<file path="src/rtl/cdc_stable_capture.sv">
// Qualifies a synchronized multi-bit bus by requiring a stable value over several edges,
// suppresses repeats of the last committed word and queues new words in a FWFT FIFO.
module cdc_stable_capture #(
  parameter int DATA_W     = 8,
  parameter int STABLE_CYC = 3,
  parameter int FIFO_DEPTH = 4
) (
  input  logic                          clk2_slow,
  input  logic                          rst,
  input  logic [DATA_W-1:0]             sync_data,
  output logic [DATA_W-1:0]             out_data,
  output logic                          out_valid,
  input  logic                          out_ready,
  output logic [$clog2(FIFO_DEPTH):0]   fifo_level,
  output logic [7:0]                    drop_cnt
);

  localparam int CW = $clog2(STABLE_CYC + 1);
  localparam int PW = $clog2(FIFO_DEPTH);
  localparam logic [CW-1:0] STAB_MAX  = CW'(STABLE_CYC);
  localparam logic [CW-1:0] STAB_CMT  = CW'(STABLE_CYC - 1);
  localparam logic [PW:0]   FULL_LVL  = (PW + 1)'(FIFO_DEPTH);

  typedef enum logic [0:0] {SETTLE = 1'b0, LOCKED = 1'b1} state_t;

  state_t              state_r, state_next_s;
  logic [DATA_W-1:0]   prev_r, last_r, head_r;
  logic [CW-1:0]       stab_r, stab_next_s;
  logic                last_valid_r, valid_r;
  logic [DATA_W-1:0]   mem_r [FIFO_DEPTH];
  logic [PW-1:0]       wr_r, rd_r, rd_next_s;
  logic [PW:0]         count_r, count_next_s;
  logic [7:0]          drop_r;
  logic                same_s, commit_s, push_req_s, full_s, pop_s, push_s, drop_s;
  logic [DATA_W-1:0]   head_next_s;

  // stability compare and saturating match counter
  always_comb begin
    same_s = (sync_data == prev_r);
    if (!same_s) begin
      stab_next_s = {CW{1'b0}};
    end else if (stab_r == STAB_MAX) begin
      stab_next_s = stab_r;
    end else begin
      stab_next_s = stab_r + CW'(1);
    end
  end

  // settle/lock state machine: one commit per stable period
  always_comb begin
    state_next_s = state_r;
    commit_s     = 1'b0;
    case (state_r)
      SETTLE: begin
        if (same_s && (stab_r == STAB_CMT)) begin
          commit_s     = 1'b1;
          state_next_s = LOCKED;
        end else begin
          state_next_s = SETTLE;
        end
      end
      LOCKED: begin
        if (!same_s) state_next_s = SETTLE;
        else         state_next_s = LOCKED;
      end
      default: state_next_s = SETTLE;
    endcase
    push_req_s = commit_s && (!last_valid_r || (sync_data != last_r));
  end

  // FIFO control; the head register is preloaded so out_data is a flop output
  always_comb begin
    full_s    = (count_r == FULL_LVL);
    pop_s     = (count_r != {(PW + 1){1'b0}}) && out_ready;
    push_s    = push_req_s && (!full_s || pop_s);
    drop_s    = push_req_s && full_s && !pop_s;
    rd_next_s = pop_s ? rd_r + PW'(1) : rd_r;
    case ({push_s, pop_s})
      2'b10:   count_next_s = count_r + (PW + 1)'(1);
      2'b01:   count_next_s = count_r - (PW + 1)'(1);
      default: count_next_s = count_r;
    endcase
    // a word written into the slot that becomes head bypasses the memory
    if (push_s && (wr_r == rd_next_s)) begin
      head_next_s = sync_data;
    end else begin
      head_next_s = mem_r[rd_next_s];
    end
  end

  // all state registers with synchronous active-low reset
  always_ff @(posedge clk2_slow) begin
    if (!rst) begin
      state_r      <= SETTLE;
      prev_r       <= {DATA_W{1'b0}};
      stab_r       <= {CW{1'b0}};
      last_r       <= {DATA_W{1'b0}};
      last_valid_r <= 1'b0;
      wr_r         <= {PW{1'b0}};
      rd_r         <= {PW{1'b0}};
      count_r      <= {(PW + 1){1'b0}};
      head_r       <= {DATA_W{1'b0}};
      valid_r      <= 1'b0;
      drop_r       <= 8'd0;
      for (int i = 0; i < FIFO_DEPTH; i++) mem_r[i] <= {DATA_W{1'b0}};
    end else begin
      state_r <= state_next_s;
      prev_r  <= sync_data;
      stab_r  <= stab_next_s;
      if (commit_s) begin
        last_r       <= sync_data;
        last_valid_r <= 1'b1;
      end
      if (push_s) begin
        mem_r[wr_r] <= sync_data;
        wr_r        <= wr_r + PW'(1);
      end
      rd_r    <= rd_next_s;
      count_r <= count_next_s;
      head_r  <= head_next_s;
      valid_r <= (count_next_s != {(PW + 1){1'b0}});
      if (drop_s && (drop_r != 8'hFF)) drop_r <= drop_r + 8'd1;
    end
  end

  assign out_data   = head_r;
  assign out_valid  = valid_r;
  assign fifo_level = count_r;
  assign drop_cnt   = drop_r;

endmodule

</file>
<file path="config.mk">
export PLATFORM = sky130hd
export DESIGN_NAME = cdc_stable_capture
export DESIGN_NICKNAME = d
export VERILOG_FILES = /design/src/rtl/cdc_stable_capture.sv
export SDC_FILE = /design/constraint.sdc
export NUM_CORES = 1
export LEC_CHECK = 0
export ABC_AREA = 1
export CAP_MARGIN = 20
export CORE_MARGIN = 1.5
export CORE_UTILIZATION = 55
export DETAILED_ROUTE_END_ITERATION = 8
export PLACE_DENSITY = 0.83
export SYNTH_ARGS = -nofsm -noshare
export SYNTH_HDL_FRONTEND = slang
export SYNTH_SLANG_ARGS = --single-unit
</file>
<file path="constraint.sdc">
create_clock -name clk2_slow -period 3.4 [get_ports clk2_slow]
set_input_delay 0.34 -clock clk2_slow [delete_from_list [all_inputs] [get_ports clk2_slow]]
set_output_delay 0.34 -clock clk2_slow [all_outputs]
set_load 0.05 [all_outputs]
</file>
==> impl_metrics.tcl <==
set metrics [dict create \
    cts.sinks 76 \
    path_cells "clkdlybuf4s50_1 > inv_2 > nand2_1 > nand2_1 > nand2_1 > nor2_1 > nand3_2 > nor2_4 > nand2_4 > nor2_8 > nand2_4 > inv_1 > nand2_1 > nand2_1" \
    pwr-share-seq_pct 37.8 \
    synth_cell_types 32 \
    gp_congestion 0.8216 \
    path_common_cell "nand2_1" \
    clk_pin_slew_ps 80 \
    cts_tree "done" \
    fin_crit_ps 2712 \
    period_share_pct 79.77 \
    netlist.area_leader.share_pct 27.76 \
    wire_per_inst_um 13.62 \
    p_sw_share_pct 36.35 \
    drt-initial-drc-count 242 \
    synth.net_count 444 \
    synth_area_leaders "edfxtp_1, dfxtp_1, nor2_1" \
    ios 31 \
    cp_max_fo 13 \
    cts-hold-fix-buffers 0 \
    htree_levels 3 \
    finalHoldViolations 0 \
    ys_seq_area_share_pct 53.20 \
    antenna_cells 0 \
    slowest_delay_ps 510 \
    p_int_mw 1.819 \
    tns_ps 0 \
    multi_input_area_sq_um 1339 \
    postCtsSetupRepairBufs 0 \
    syn_to_final_growth_pct 18.29 \
    cts_buffers 9 \
    nets 482 \
    core-area_sq_um 5991 \
    grt_setup_unrepaired "no" \
    crit_type "primary input to register" \
    drv_slew 0 \
    slew_headroom_pct 65.43 \
    synth-seq-cells 76 \
    clk_latency_ps 350 \
    syn_area_per_cell_sq_um 8.070 \
    drcViolationCount 0 \
    nFillCells 450 \
    dp_hpwl_um 5108 \
    dieHeight_um 82.34 \
    die_x_um 82.34 \
    seqCellArea_sq_um 1842 \
    grt_max_degree 41 \
    syn-cell-area_sq_um 3462 \
    status "finished, final reports clean" \
    switchingPower_mw 1.039 \
    initial_utilization_pct 57.79 \
    gr-total-overflow 0 \
    syn_inst 429 \
    worst_slew_pin_slew_ps 516.9 \
    cts_resized 0 \
    grt_pass1_wl_um 12050 \
    hold_class "register to register" \
    fmax_ghz 0.3687 \
    comb_power_share_pct 35.0 \
    via_per_inst 5.285 \
    wl_um 7451 \
    critPathArrivalTime_ps 2740 \
    cellLeakagePower_nw 1.753 \
    design.die.area_sq_um 6780 \
    port_buffers 30 \
    num_vias 2891 \
    irDropWorstVdd_mv 0.3917 \
    setup_viol 0 \
    layoutNonFillerInstCount 547 \
    power.density_nw_per_um2 697.9 \
    clock_skew_ps 11.41 \
    dr.pass1.iters 5 \
    clockBufferDepth 2 \
    ant_nets 0 \
    yosysWarnings 0 \
    clkPwrFrac_pct 27.1 \
    cts_root_buf "clkbuf_8" \
    num_rows 28 \
    synth_top_cell_by_area "edfxtp_1" \
    grt_pass1_vias 2642 \
    maxCapViolations 0 \
    end_kind "register" \
    grt_util_all_layers_pct 24.09 \
    start_kind "primary input" \
    critical_path_required_ps 3430 \
    dp_cells 531 \
    antenna_found_initial 0 \
    crit_slowest_cell "clkdlybuf4s50_1" \
    drive_above_1_share_pct 8.263 \
]
final cells by class:
type                       count  area share [%]
clock buffer                  12           3.789
clock inverter                 4           1.772
inverter                      64           5.866
multi-input combinational    279           32.69
sequential                    76           44.97
tap                           75           2.291
timing repair buffer          37           8.616
synth_stat cells:
| cell type | n |
|---|---|
| clkbuf_1 | 7 |
| nand2_4 | 2 |
| nand2_2 | 3 |
| nand3_2 | 1 |
| ha_1 | 3 |
| xor2_1 | 2 |
| inv_2 | 5 |
| o21ai_0 | 32 |
| nand2_1 | 73 |
| nor2_1 | 91 |
| a211oi_1 | 1 |
| dfxtp_1 | 44 |
| nand3_1 | 22 |
| o31ai_1 | 1 |
| a21oi_1 | 15 |
| a21oi_2 | 1 |
| or2_1 | 2 |
| fa_1 | 1 |
| o211ai_1 | 1 |
| nor2_4 | 2 |
| o21ai_1 | 2 |
| o21a_1 | 2 |
| edfxtp_1 | 32 |
| nor3_1 | 3 |
| nor2_8 | 1 |
| buf_2 | 3 |
| nor2_2 | 2 |
| inv_1 | 57 |
| clkinv_1 | 2 |
| nand4_1 | 3 |
| xnor2_1 | 5 |
| o22ai_1 | 8 |
cells by family (layout without fill, tap and decap cells):
family	after synthesis	after routing	synth area share, %
compound gates	63	63	9.866
xor+xnor	7	7	1.771
fa+ha+maj	4	4	1.663
buf+inv	74	117	8.132
flops	76	76	53.20
simple gates	205	205	25.37
worst max-delay path, delay by kind of cell:
| kind | cells | cell delay [ps] |
|---|---|---|
| AND/OR/NAND/NOR | 11 | 1660 |
| buffers and inverters | 3 | 730 |
flip-flops by register name, summed over array words and instances, names as in the netlist:
name,cells
state_r,1
prev_r,8
out_valid,1
mem_r,32
wr_r,2
rd_r,2
fifo_level,3
out_data,8
stab_r,2
last_r,8
drop_cnt,8
last_valid_r,1
per-layer routing:
metal	GRT usage, %	vias up	routed length (um)
li1	-	1440	-
met1	30.33	1309	3219
met2	38.13	124	3504
met3	6.154	18	535
met4	12.37	0	192
met5	0	-	0
per-stage QoR:
stage	total power, mW	worst slack (ps)	cell area (sq um)	utilization [%]	hold slack (ps)
final	2.858	687.8	4095	68.36	469.9
after global placement	2.072	566.6	3867	64.56	456.7
after floorplan	1.817	719.5	3462	-	440.8
after detailed placement	2.083	460.2	3867	64.56	461.9
after CTS	2.863	721.7	4095	68.36	474.3
after global routing	3.011	522.3	4095	68.36	495.1
worst paths after layout:
path	startpoint	endpoint	slack, ps	cells past startpoint
worst max-delay path	sync_data[5]	mem_r[0][3]	690	14
worst min-delay path	last_r[2]	last_r[2]	470	2
worst max register to register	fifo_level[0]	out_data[2]	900	11
worst min register to register	last_r[2]	last_r[2]	470	2
cells in the final DEF (no fill, tap or decap), types with 2 or more instances in the layout:
cell / n
inv_1: 57
clkbuf_8: 11
o22ai_1: 8
nand2_4: 2
nor2_4: 2
nand4_1: 3
inv_2: 5
xnor2_1: 5
xor2_1: 2
a21oi_1: 15
dfxtp_1: 44
bufinv_16: 2
o21ai_1: 2
o21ai_0: 32
nand3_1: 22
clkdlybuf4s50_1: 30
nand2_2: 3
edfxtp_1: 32
nand2_1: 73
o21a_1: 2
nor2_2: 2
buf_4: 7
nor3_1: 3
ha_1: 3
or2_1: 2
clkinv_1: 2
nor2_1: 91
power groups by stage:
| stage | clock [mW] | combinational (mW) | sequential (mW) |
|---|---|---|---|
| CTS | 0.785 | 0.995 | 1.08 |
| detailed placement | 0 | 0.981 | 1.10 |
| finish | 0.775 | 1.00 | 1.08 |
| global placement | 0 | 0.971 | 1.10 |
| global route | 0.824 | 1.09 | 1.10 |
| floorplan | 0 | 0.489 | 1.33 |
(Power assumes the default switching activity.)
